==> src/rtl/multicycle_ctrl_fsm_if.sv <==
// Control-unit bundle between the multicycle controller and its datapath.
// The controller side is master (drives strobes/selects); the datapath side is slave.
interface multicycle_ctrl_fsm_if;
  logic [5:0] opcode;
  logic       zero;
  logic       pc_wre;
  logic       ir_wre;
  logic [1:0] pc_src;
  logic [2:0] alu_op;
  logic       alu_src_b;
  logic       ext_sel;
  logic       reg_wre;
  logic [1:0] reg_dst;
  logic [1:0] db_src;
  logic       mem_wr;
  logic [3:0] state;
  logic       halted;

  modport master (
    input  opcode, zero,
    output pc_wre, ir_wre, pc_src, alu_op, alu_src_b, ext_sel,
           reg_wre, reg_dst, db_src, mem_wr, state, halted
  );

  modport slave (
    output opcode, zero,
    input  pc_wre, ir_wre, pc_src, alu_op, alu_src_b, ext_sel,
           reg_wre, reg_dst, db_src, mem_wr, state, halted
  );
endinterface

==> src/rtl/multicycle_ctrl_fsm.sv <==
// Multicycle control unit: walks each instruction through IF/ID/EXE/MEM/WB and
// produces the datapath strobes, with exactly one pc_wre pulse per instruction.
module multicycle_ctrl_fsm #(
  parameter int RA_REG          = 31,
  parameter int HALT_ON_ILLEGAL = 1
) (
  input  logic                  clk,
  input  logic                  reset,
  multicycle_ctrl_fsm_if.master bus
);

  typedef enum logic [3:0] {
    S_IF     = 4'b0000,
    S_ID     = 4'b0001,
    S_EXE_AL = 4'b0010,
    S_WB_AL  = 4'b0011,
    S_EXE_BR = 4'b0100,
    S_EXE_LS = 4'b0101,
    S_MEM    = 4'b0110,
    S_WB_LD  = 4'b0111,
    S_HALT   = 4'b1000
  } state_t;

  localparam logic [5:0] OP_ADD  = 6'b000000, OP_SUB = 6'b000001,
                         OP_AND  = 6'b010001, OP_OR  = 6'b010000,
                         OP_ADDI = 6'b000010, OP_ORI = 6'b010010,
                         OP_SW   = 6'b110000, OP_LW  = 6'b110001,
                         OP_BEQ  = 6'b110100, OP_BNE = 6'b110101,
                         OP_J    = 6'b111000, OP_JAL = 6'b111010,
                         OP_JR   = 6'b111001, OP_HALT = 6'b111111;

  // jal always writes through reg_dst=10; the index only has to be a real register.
  if (RA_REG < 0 || RA_REG > 31) begin : g_ra_range
    $error("RA_REG must be a register index 0..31");
  end

  state_t     state_q, state_nxt;
  logic [5:0] op_q;

  logic       pc_wre, ir_wre, alu_src_b, ext_sel, reg_wre, mem_wr, halted;
  logic [1:0] pc_src, reg_dst, db_src;
  logic [2:0] alu_op;

  // {alu_op, alu_src_b, ext_sel} for the ALU-class opcodes.
  function automatic logic [4:0] alu_sel(input logic [5:0] op);
    case (op)
      OP_SUB:  alu_sel = {3'b001, 1'b0, 1'b0};
      OP_AND:  alu_sel = {3'b010, 1'b0, 1'b0};
      OP_OR:   alu_sel = {3'b011, 1'b0, 1'b0};
      OP_ADDI: alu_sel = {3'b000, 1'b1, 1'b1};
      OP_ORI:  alu_sel = {3'b011, 1'b1, 1'b0};
      default: alu_sel = {3'b000, 1'b0, 1'b0};
    endcase
  endfunction

  function automatic logic is_rtype(input logic [5:0] op);
    is_rtype = (op == OP_ADD) || (op == OP_SUB) || (op == OP_AND) || (op == OP_OR);
  endfunction

  always_ff @(posedge clk) begin
    if (reset) begin
      state_q <= S_IF;
      op_q    <= 6'b0;
    end else begin
      state_q <= state_nxt;
      if (state_q == S_ID) op_q <= bus.opcode;
    end
  end

  always_comb begin
    state_nxt = state_q;
    pc_wre    = 1'b0;
    ir_wre    = 1'b0;
    pc_src    = 2'b00;
    alu_op    = 3'b000;
    alu_src_b = 1'b0;
    ext_sel   = 1'b0;
    reg_wre   = 1'b0;
    reg_dst   = 2'b00;
    db_src    = 2'b00;
    mem_wr    = 1'b0;
    halted    = 1'b0;

    case (state_q)
      S_IF: begin
        ir_wre    = 1'b1;
        state_nxt = S_ID;
      end
      // ID is the only state that looks at the live opcode; op_q is loaded here.
      S_ID: begin
        case (bus.opcode)
          OP_J:  begin pc_wre = 1'b1; pc_src = 2'b10; state_nxt = S_IF; end
          OP_JR: begin pc_wre = 1'b1; pc_src = 2'b11; state_nxt = S_IF; end
          OP_JAL: begin
            pc_wre    = 1'b1;
            pc_src    = 2'b10;
            reg_wre   = 1'b1;
            reg_dst   = 2'b10;
            db_src    = 2'b10;
            state_nxt = S_IF;
          end
          OP_HALT:        state_nxt = S_HALT;
          OP_BEQ, OP_BNE: state_nxt = S_EXE_BR;
          OP_LW, OP_SW:   state_nxt = S_EXE_LS;
          OP_ADD, OP_SUB, OP_AND, OP_OR, OP_ADDI, OP_ORI: state_nxt = S_EXE_AL;
          default: begin
            if (HALT_ON_ILLEGAL != 0) begin
              state_nxt = S_HALT;
            end else begin
              pc_wre    = 1'b1;
              state_nxt = S_IF;
            end
          end
        endcase
      end
      S_EXE_AL, S_WB_AL: begin
        {alu_op, alu_src_b, ext_sel} = alu_sel(op_q);
        if (state_q == S_WB_AL) begin
          reg_wre   = 1'b1;
          reg_dst   = is_rtype(op_q) ? 2'b01 : 2'b00;
          pc_wre    = 1'b1;
          state_nxt = S_IF;
        end else begin
          state_nxt = S_WB_AL;
        end
      end
      S_EXE_BR: begin
        alu_op = 3'b001;
        pc_wre = 1'b1;
        if ((op_q == OP_BEQ && bus.zero) || (op_q == OP_BNE && !bus.zero)) pc_src = 2'b01;
        state_nxt = S_IF;
      end
      S_EXE_LS, S_MEM: begin
        alu_op    = 3'b000;
        alu_src_b = 1'b1;
        ext_sel   = 1'b1;
        if (state_q == S_EXE_LS) begin
          state_nxt = S_MEM;
        end else if (op_q == OP_SW) begin
          mem_wr    = 1'b1;
          pc_wre    = 1'b1;
          state_nxt = S_IF;
        end else begin
          state_nxt = S_WB_LD;
        end
      end
      S_WB_LD: begin
        reg_wre   = 1'b1;
        db_src    = 2'b01;
        pc_wre    = 1'b1;
        state_nxt = S_IF;
      end
      S_HALT:  halted = 1'b1;
      default: state_nxt = S_IF;
    endcase

    // An instruction interrupted by reset must not touch PC, IR, regfile or memory.
    if (reset) begin
      pc_wre  = 1'b0;
      ir_wre  = 1'b0;
      reg_wre = 1'b0;
      mem_wr  = 1'b0;
    end
  end

  assign bus.pc_wre    = pc_wre;
  assign bus.ir_wre    = ir_wre;
  assign bus.pc_src    = pc_src;
  assign bus.alu_op    = alu_op;
  assign bus.alu_src_b = alu_src_b;
  assign bus.ext_sel   = ext_sel;
  assign bus.reg_wre   = reg_wre;
  assign bus.reg_dst   = reg_dst;
  assign bus.db_src    = db_src;
  assign bus.mem_wr    = mem_wr;
  assign bus.state     = state_q;
  assign bus.halted    = halted;

endmodule

==> src/flat_wrapper.sv <==
// flat-port wrapper written by rule: the top's interface ports become plain ports
module multicycle_ctrl_fsm_flat 
#(
  parameter int RA_REG          = 31,
  parameter int HALT_ON_ILLEGAL = 1
)
  (clk, reset, bus_opcode, bus_zero, bus_pc_wre, bus_ir_wre, bus_pc_src, bus_alu_op, bus_alu_src_b, bus_ext_sel, bus_reg_wre, bus_reg_dst, bus_db_src, bus_mem_wr, bus_state, bus_halted);
  multicycle_ctrl_fsm_if bus_i ();
  input  logic clk;
  input  logic reset;
  input wire logic [$bits(bus_i.opcode)-1:0] bus_opcode;
  input wire logic [$bits(bus_i.zero)-1:0] bus_zero;
  output wire logic [$bits(bus_i.pc_wre)-1:0] bus_pc_wre;
  output wire logic [$bits(bus_i.ir_wre)-1:0] bus_ir_wre;
  output wire logic [$bits(bus_i.pc_src)-1:0] bus_pc_src;
  output wire logic [$bits(bus_i.alu_op)-1:0] bus_alu_op;
  output wire logic [$bits(bus_i.alu_src_b)-1:0] bus_alu_src_b;
  output wire logic [$bits(bus_i.ext_sel)-1:0] bus_ext_sel;
  output wire logic [$bits(bus_i.reg_wre)-1:0] bus_reg_wre;
  output wire logic [$bits(bus_i.reg_dst)-1:0] bus_reg_dst;
  output wire logic [$bits(bus_i.db_src)-1:0] bus_db_src;
  output wire logic [$bits(bus_i.mem_wr)-1:0] bus_mem_wr;
  output wire logic [$bits(bus_i.state)-1:0] bus_state;
  output wire logic [$bits(bus_i.halted)-1:0] bus_halted;
  assign bus_i.opcode = bus_opcode;
  assign bus_i.zero = bus_zero;
  assign bus_pc_wre = bus_i.pc_wre;
  assign bus_ir_wre = bus_i.ir_wre;
  assign bus_pc_src = bus_i.pc_src;
  assign bus_alu_op = bus_i.alu_op;
  assign bus_alu_src_b = bus_i.alu_src_b;
  assign bus_ext_sel = bus_i.ext_sel;
  assign bus_reg_wre = bus_i.reg_wre;
  assign bus_reg_dst = bus_i.reg_dst;
  assign bus_db_src = bus_i.db_src;
  assign bus_mem_wr = bus_i.mem_wr;
  assign bus_state = bus_i.state;
  assign bus_halted = bus_i.halted;
  multicycle_ctrl_fsm #(.RA_REG(RA_REG), .HALT_ON_ILLEGAL(HALT_ON_ILLEGAL)) u_core (.clk(clk), .reset(reset), .bus(bus_i));
endmodule
==> config.mk <==
export PLATFORM = sky130hd
export DESIGN_NAME = multicycle_ctrl_fsm_flat
export DESIGN_NICKNAME = d
export VERILOG_FILES = /design/src/rtl/multicycle_ctrl_fsm_if.sv /design/src/rtl/multicycle_ctrl_fsm.sv /design/src/flat_wrapper.sv
export SDC_FILE = /design/constraint.sdc
export NUM_CORES = 1
export LEC_CHECK = 0
export ABC_AREA = 1
export CORE_UTILIZATION = 40
export CTS_CLUSTER_DIAMETER = 120
export DETAILED_ROUTE_END_ITERATION = 6
export PLACE_DENSITY = 0.74
export RECOVER_POWER = 50
export SYNTH_ARGS = -nofsm -noshare
export SYNTH_HDL_FRONTEND = slang
export SYNTH_SLANG_ARGS = --single-unit
==> constraint.sdc <==
create_clock -name clk -period 1.6 [get_ports clk]
set_input_delay 0.4 -clock clk [delete_from_list [all_inputs] [get_ports clk]]
set_output_delay 0.4 -clock clk [all_outputs]
set_load 0.005 [all_outputs]
==> metrics.cfg <==
[setup_path]
end_kind = primary output
path_common_cell = nor2_4
r2r-start = u_core.bus.state[3]
cp.required_ns = 1.20
arrival_ns = 1.49
criticalPathCategory = register to primary output
r2r_cells = 8
r2r_slack_ns = 0.19
crit_path_top_delay_cell = dfxtp_4
worstReg2RegEnd = u_core.op_q[3]
max_stage_delay_ns = 0.36
crit_path_cell_trace = nor2_4, inv_4, nor2_4, nand2_2, buf_6, a21oi_2, buf_2
worstSetupStartpointType = register
path_max_fanout = 4

[timing]
min_period_ns = 1.886
worst_slack_ns = -0.2863
fin_skew_ns = 0.004251
period_share_pct = 117.9
max_freq_mhz = 530.1
grt_setup_unrepaired = true
finalHoldViolCount = 0
slew_violations = 0
setup_viol = 15

[cells_and_area]
multiInputGateArea_sq_um = 540.5
fillCellCount = 96
nets = 222
area_growth_pct = 100.0
seq_area_sq_um = 217.7
n_antenna_cell = 0
fin_util_pct = 86.60
drive_gt1_share_pct = 52.83
fin_area_sq_um = 1511

[synth]
yosysMostFrequentCell = nand2_1
synth_fp_nets = 141
synth.distinct_cells = 21
ys_async_sr_fraction_pct = 0
syn_area_sq_um = 755.7
synth_top_area_cell = dfxtp_1
yosys_warnings = 0
ys_top_cells_by_area = dfxtp_1 (26%), nand2_1 (15%), nor2_1 (13%)
synth-seq-cells = 10
synth_flop_cell = dfxtp_1
synth_top_area_share_pct = 26.49
synth-edff-count = 0
avgSynthCellArea_sq_um = 5.725
synth_common_cells = nand2_1 (30), nor2_1 (27), inv_1 (20), dfxtp_1 (10), a21oi_1 (9)
syn_inst = 132
ys_seq_area_share_pct = 26.49

[pwr]
ir_drop_v = 0.0006362
switching_share_pct = 36.44
p_per_area_nw_per_um2 = 673.4
finalPower_uw = 1018
p_int_uw = 646.9
pwr-share-seq_pct = 30.2
p_clk_share_pct = 22.9
pwr-share-comb_pct = 46.9
p_leak_uw = 0.0008550
power_switching_uw = 370.9

[cts]
clk_pin_slew_ns = 0.07
cts_max_level = 1
cts.root.buffer_cell = clkbuf_4
cts_tree = done
cts_buffers = 3
cts_buffer_depth = 2
clock_sinks = 10
clk_latency_ns = 0.27

[grt]
use_met2_pct = 53.71
grtUsageMet3_pct = 5.556
grt_overflow = 0
grt_max_degree = 11
grtUsageTotal_pct = 31.91
grt_pass1_wl_mm = 4.650
top_usage_layer = met2
first_global_vias = 1074
met1_usage_pct = 36.47
antenna_found_initial = 0

[min_path]
holdCritPathClass = register to register
worstHoldStart = u_core.op_q[2]
hold-path-endpoint = u_core.op_q[2]
hold_path_depth = 2

[die]
rows = 15
core_area_sq_um = 1745
die_h_um = 45.47
ios = 29
fp.dieArea_sq_um = 2067
die_w_um = 45.47
start_util_pct = 43.30

[place]
gp_congestion = 0.8621
dp_slack_ns = -0.7436
placed_cell_area_sq_um = 1301
hpwl_mm = 1.943
port_buffers = 27

[routing]
dr.pass1.iters = 5
postRouteAntennaNets = 0
wl_per_cell_um = 15.99
wl_mm = 3.789
drtIter0Drc = 51
drc = 0
vias = 1287
viasPerCell = 5.430

[run_status]
outcome = complete, but fails checks
violations = setup timing

[run]
maxCapViolCount = 0

[how the worst max path moves through the flow]
stage | startpoint | to | slack, ns | depth (start not counted)
finish | u_core.bus.state[3] | bus_reg_wre | -0.29 | 7
global placement | bus_opcode[3] | bus_pc_wre | -0.72 | 10
CTS | u_core.bus.state[2] | bus_ext_sel | -0.24 | 7
floorplan | u_core.bus.state[3] | bus_ext_sel | 0.21 | 5
detailed placement | bus_opcode[4] | bus_pc_wre | -0.74 | 10
global route | bus_opcode[3] | bus_reg_wre | -0.31 | 9
[cell families (layout without fill, tap and decap cells)]
group / Yosys count / count (layout) / synth area share (%)
buf+inv: 25 / 105 / 12.91
compound gates: 19 / 19 / 13.74
simple gates: 77 / 77 / 46.36
flops: 10 / 10 / 26.49
other cells: 1 / 1 / 0.4962
[placed cells by master, fill, tap and decap left out, types with 3 or more instances in the layout]
master | Yosys | routed
dlygate4sd2_1 | 0 | 10
nand2_2 | 0 | 7
nand4_1 | 4 | 4
nor2_2 | 2 | 8
dfxtp_1 | 10 | 4
buf_2 | 0 | 13
dfxtp_4 | 0 | 4
buf_4 | 1 | 47
a21oi_1 | 9 | 8
inv_1 | 20 | 13
buf_6 | 0 | 5
inv_2 | 3 | 9
nand3_1 | 7 | 6
nor2_1 | 27 | 17
nor2_4 | 3 | 7
clkbuf_4 | 0 | 3
nand2_1 | 30 | 22
o21ai_0 | 7 | 6
[power groups by stage]
stage	registers [uW]	clock network [uW]	logic (uW)
floorplan	308	0	154
global placement	307	0	342
detailed placement	307	0	352
CTS	303	232	385
global route	308	245	503
finish	307	233	478
[flip-flops by register name, indices dropped and copies added (netlist names)]
name	cells
u_core.bus.state	4
u_core.op_q	6
[stage by stage]
step	hold WS, ns	std cells	TNS, ns
finish	0.5702	237	-2.456
global route	0.5636	237	-3.052
CTS	0.4822	229	-1.528
detailed placement	0.4718	216	-6.173
global placement	0.4673	216	-5.885
floorplan	0.4449	132	0
[what timing repair did]
| item | CTS | global route |
|---|---|---|
| setup endpoints to repair | 18 | 16 |
| buffers inserted | 10 | 8 |
| pin swaps | 11 | 14 |
| hold buffers | 0 | 0 |
| gates resized for setup | 90 | 28 |
| cloned | 0 | 0 |
[worst max-delay path, delay by kind of cell (launching register included)]
family                 cells  cell delay, ns
AO/OA/AOI/OAI              1            0.12
buffers and inverters      3            0.32
flip-flops                 1            0.36
AND/OR/NAND/NOR            3            0.41
[routing by layer]
layer,vias up,part of all wire [%]
li1,578,-
met5,-,0
met3,26,7.7
met1,593,39
met2,90,50
met4,0,3.6
[cell type report]
class | count | share of cell area (%)
clock buffer | 4 | 2.401
timing repair buffer | 78 | 39.49
inverter | 23 | 5.877
sequential | 10 | 14.40
multi-input combinational | 97 | 35.76
tap | 25 | 2.070
Power figures use the tool's default switching activity.
